**config.mk**
```make
export PLATFORM = sky130hd
export DESIGN_NAME = gpu_apb_master
export DESIGN_NICKNAME = d
export VERILOG_FILES = /design/src/rtl/gpu_apb_master.sv
export SDC_FILE = /design/constraint.sdc
export NUM_CORES = 1
export LEC_CHECK = 0
export ABC_AREA = 1
export CORE_MARGIN = 3
export CORE_UTILIZATION = 57
export CTS_CLUSTER_SIZE = 30
export DETAILED_ROUTE_END_ITERATION = 12
export GPL_TIMING_DRIVEN = 0
export PLACE_DENSITY = 0.92
export RECOVER_POWER = 25
export SYNTH_ARGS = -nofsm -noshare
export SYNTH_HDL_FRONTEND = slang
export SYNTH_SLANG_ARGS = --single-unit
```
**constraint.sdc**
```tcl
create_clock -name clk -period 3.87 [get_ports clk]
set_input_delay 0.5805 -clock clk [delete_from_list [all_inputs] [get_ports clk]]
set_output_delay 0.5805 -clock clk [all_outputs]
set_load 0.1 [all_outputs]
```
**src/rtl/gpu_apb_master.sv**
```systemverilog
// rtl/gpu_apb_master.sv - command FIFO feeding a write-only APB master
module gpu_apb_master #(
    parameter int          FIFO_DEPTH = 4,
    parameter logic [31:0] CMD_ADDR   = 32'h0000_0000
) (
    input  logic        clk,
    input  logic        n_rst,
    input  logic        cmd_valid_i,
    input  logic [3:0]  cmd_opcode_i,
    input  logic [24:0] cmd_params_i,
    output logic        cmd_ready_o,
    output logic [31:0] pAddr_o,
    output logic [31:0] pDataWrite_o,
    output logic        pSel_o,
    output logic        pEnable_o,
    output logic        pWrite_o,
    output logic        busy_o,
    output logic [15:0] issued_cnt_o
);

    localparam int PTR_W = (FIFO_DEPTH > 1) ? $clog2(FIFO_DEPTH) : 1;
    localparam int CNT_W = $clog2(FIFO_DEPTH) + 1;
    localparam logic [CNT_W-1:0] FULL_CNT = CNT_W'(FIFO_DEPTH);

    localparam logic [1:0] S_IDLE   = 2'd0;
    localparam logic [1:0] S_SETUP  = 2'd1;
    localparam logic [1:0] S_ACCESS = 2'd2;

    // FIFO entries are stored already packed as the APB write word
    logic [31:0]      r_mem [FIFO_DEPTH];
    logic [PTR_W-1:0] r_wptr;
    logic [PTR_W-1:0] r_rptr;
    logic [CNT_W-1:0] r_count;
    logic [1:0]       r_state;
    logic [1:0]       w_state_nxt;
    logic [31:0]      r_hold;
    logic [15:0]      r_issued;

    logic w_full;
    logic w_empty;
    logic w_push;
    logic w_pop;
    logic w_active;

    assign w_full   = (r_count == FULL_CNT);
    assign w_empty  = (r_count == '0);
    assign w_push   = cmd_valid_i && !w_full;
    // A new entry is taken whenever the bus is free to start another SETUP
    assign w_pop    = !w_empty && ((r_state == S_IDLE) || (r_state == S_ACCESS));
    assign w_active = (r_state != S_IDLE);

    // Storage array needs no reset; only pointers and count define validity
    always_ff @(posedge clk) begin
        if (w_push) begin
            r_mem[r_wptr] <= {cmd_opcode_i, 3'b000, cmd_params_i};
        end
    end

    // Pointer and occupancy bookkeeping; power-of-two depth wraps naturally
    always_ff @(posedge clk or negedge n_rst) begin
        if (!n_rst) begin
            r_wptr  <= '0;
            r_rptr  <= '0;
            r_count <= '0;
        end else begin
            if (w_push) begin
                r_wptr <= r_wptr + PTR_W'(1);
            end
            if (w_pop) begin
                r_rptr <= r_rptr + PTR_W'(1);
            end
            case ({w_push, w_pop})
                2'b10:   r_count <= r_count + CNT_W'(1);
                2'b01:   r_count <= r_count - CNT_W'(1);
                default: r_count <= r_count;
            endcase
        end
    end

    // Next-state decode for the IDLE/SETUP/ACCESS sequence
    always_comb begin
        w_state_nxt = r_state;
        case (r_state)
            S_IDLE:   w_state_nxt = w_empty ? S_IDLE : S_SETUP;
            S_SETUP:  w_state_nxt = S_ACCESS;
            S_ACCESS: w_state_nxt = w_empty ? S_IDLE : S_SETUP;
            default:  w_state_nxt = S_IDLE;
        endcase
    end

    // State, hold word and completed-transfer counter
    always_ff @(posedge clk or negedge n_rst) begin
        if (!n_rst) begin
            r_state  <= S_IDLE;
            r_hold   <= '0;
            r_issued <= '0;
        end else begin
            r_state <= w_state_nxt;
            if (w_pop) begin
                r_hold <= r_mem[r_rptr];
            end
            if (r_state == S_ACCESS) begin
                r_issued <= r_issued + 16'd1;
            end
        end
    end

    assign cmd_ready_o  = !w_full;
    assign pSel_o       = w_active;
    assign pWrite_o     = w_active;
    assign pEnable_o    = (r_state == S_ACCESS);
    assign pAddr_o      = w_active ? CMD_ADDR : 32'h0;
    assign pDataWrite_o = w_active ? r_hold : 32'h0;
    assign busy_o       = w_active || !w_empty;
    assign issued_cnt_o = r_issued;

endmodule

```
==> impl_metrics.py <==
metrics = {
    "synth": {
        "synthCells": 641,
        "syn_area_per_cell_sq_um": 11.2,
        "synth_cell_types": 29,
        "syn_area_sq_um": 7170,
        "synth.ff_latch_count": 170,
        "ys_warn_count": 0,
        "synth-seq-area-share_pct": 67.5,
    },
    "clock_network": {
        "clock_latency_ns": 0.43,
        "cts_resized": 0,
        "cts_buffers": 17,
        "htree_levels": 4,
        "clock-sinks": 170,
        "hold_buffers": 0,
        "clk_path_buf_depth": 2,
        "cts_tree": "built",
        "root_buffer": "clkbuf_16",
        "cts_setup_buffers": 0,
        "clkTransAtPathRegs_ns": 0.06,
    },
    "critical_path": {
        "cp-start-kind": "flop",
        "required_ns": 3.29,
        "worst-path-buf-inv": 4,
        "crit_fanout": 10,
        "critPathKind": "flop to primary output",
        "end_kind": "primary output",
        "crit_arrival_ns": 2.94,
        "critPathMaxStageDelay_ns": 0.95,
        "critPathTopFamily": "buffers and inverters",
        "slowest_stage": "clkdlybuf4s50_1",
        "cp_cell_sequence": "nor2_1, clkbuf_1, inv_1, buf_4, clkdlybuf4s50_1",
    },
    "cells_and_area": {
        "final_cell_mix": "132 x nor2_1, 116 x edfxtp_1, 68 x clkdlybuf4s50_1",
        "num-nets-final": 815,
        "fin_cells": 957,
        "nFillCells": 778,
        "layout_commonest_cell": "nor2_1",
        "drive_above_1_share_pct": 12.5,
        "syn_to_final_growth_pct": 24.1,
        "antenna_cells": 0,
    },
    "global_routing": {
        "antenna_found_initial": 0,
        "grt_pass1_wl_mm": 26.1,
        "grt_max_degree": 32,
        "first_global_vias": 5396,
        "grt_use_total_pct": 24.3,
        "grt_overflow_total": 0,
    },
    "floorplanning": {
        "die-area_sq_um": 14000,
        "die_y_um": 118,
        "rows": 40,
        "io_pins": 117,
        "start_util_pct": 58.9,
        "design.core.area_sq_um": 12200,
        "dieWidth_um": 118,
    },
    "run_status": {
        "status": "finished with violations",
        "violations": "capacitance limit, slew limit",
    },
    "sta": {
        "fmax_mhz": 284,
        "finalHoldViolCount": 0,
        "min_period_ns": 3.52,
        "totalNegativeSetupSlack_ns": 0,
        "slew_headroom_pct": -24.1,
        "max_slew.worst_pin.slew_ns": 1.86,
        "post-route-period-util_pct": 90.9,
        "fin_worst_skew_ns": 0.00851,
        "slew_viol_final": 32,
        "finalSetupViolCount": 0,
        "rsz0062_at_grt": "no",
    },
    "placed_design": {
        "dpl.hpwl_mm": 10.4,
        "place.port_buffers": 81,
        "gp_congestion": 0.812,
        "dpl.cell_count": 925,
    },
    "drt": {
        "drt_first_pass_iters": 5,
        "routed_via_density": 5.32,
        "wl_mm": 16.4,
        "dr.first_iter.drc_count": 665,
        "drcViolationCount": 0,
        "antenna_left": 0,
        "num_vias": 5090,
        "avgRoutedWirePerCell_um": 17.1,
    },
    "hold_path": {
        "holdCritPathClass": "input pin to asynchronous set/reset pin",
    },
    "job": {
        "cap_violations": 1,
    },
}
[Yosys cell counts (all sizes together)]
cell | n | area [sq um]
a21oi | 1 | 5.00
buf | 51 | 373
clkbuf | 12 | 47.6
conb | 1 | 3.75
dfrtp | 54 | 1350
edfxtp | 116 | 3480
fa | 1 | 20.0
ha | 6 | 75.1
inv | 53 | 199
mux2 | 1 | 11.3
nand2 | 58 | 218
nand3 | 5 | 25.0
nand3b | 1 | 7.51
nand4 | 5 | 31.3
nor2 | 141 | 542
nor3 | 3 | 26.3
o21ai | 117 | 616
xnor2 | 6 | 52.6
xor2 | 9 | 78.8
[per-stage QoR]
stage	instance area, sq um	hold slack [ns]	util (%)	setup WS [ns]
2_1_floorplan	7290	0.285	-	0.572
3_3_place_gp	8310	0.463	68.4	0.0772
3_5_place_dp	8360	0.476	68.7	0.808
4_1_cts	8910	0.161	73.3	0.338
5_1_grt	8890	0.532	73.1	0.227
6_report	8890	0.413	73.1	0.353
[layout make-up]
type	count	area (sq um)	area share (%)
buffer	63	420	4.73
timing repair buffer	82	808	9.09
sequential	170	4830	54.4
inverter	53	199	2.24
clock inverter	10	105	1.18
clock buffer	22	444	5.00
multi-input combinational	389	1870	21.0
tap	168	210	2.36
[worst reg2reg max path: cells and delay by family, from the launching register on]
| kind | cells | cell delay [ns] |
|---|---|---|
| AND/OR/NAND/NOR | 5 | 0.80 |
| buffers and inverters | 2 | 0.21 |
| XOR/XNOR | 1 | 0.14 |
| flip-flops | 1 | 0.38 |
| adder cells (fa/ha/maj) | 2 | 0.66 |
[cells by family (layout without fill, tap and decap cells)]
kind of cell,after synthesis,count (layout),share of synthesized area [%]
compound gates,118,118,8.66
other cells,1,35,0.0523
xor+xnor,15,15,1.83
fa+ha+maj,7,7,1.33
buf+inv,116,230,8.64
simple gates,213,213,11.9
flops,170,170,67.5
mux,1,1,0.157
[metal layers]
layer  routed length, um  vias to the layer above  track usage, %
li1                    -                     2326               -
met1                5970                     2424            27.5
met2                8500                      285            42.5
met3                1440                       55            6.92
met4                 485                        0            11.1
met5                   0                        -               0
[path summary, 6_finish.rpt]
kind | start | to | slack (ns) | cells after the start
worst max-delay path | r_state[1]$_DFF_PN0_ | pWrite_o | 0.35 | 5
worst min-delay path | n_rst | r_hold[3]$_DFFE_PN0P_ | 0.41 | 1
worst max register to register | r_count[1]$_DFFE_PN0P_ | r_count[2]$_DFFE_PN0P_ | 1.62 | 10
worst min register to register | r_count[1]$_DFFE_PN0P_ | r_count[1]$_DFFE_PN0P_ | 0.49 | 2
max in group asynchronous | n_rst | r_hold[19]$_DFFE_PN0P_ | 1.12 | 2
min in group clk | r_count[1]$_DFFE_PN0P_ | r_count[1]$_DFFE_PN0P_ | 0.49 | 2
[state kept, by name, indices dropped and copies added, names as in the netlist]
register,count
issued_cnt_o,16
r_count,3
r_hold,29
r_mem,116
r_rptr,2
r_state,2
r_wptr,2
Power is left out: the tool's default activity adds up to more than one toggle a clock period on the data nets, which glitch-free logic cannot reach.
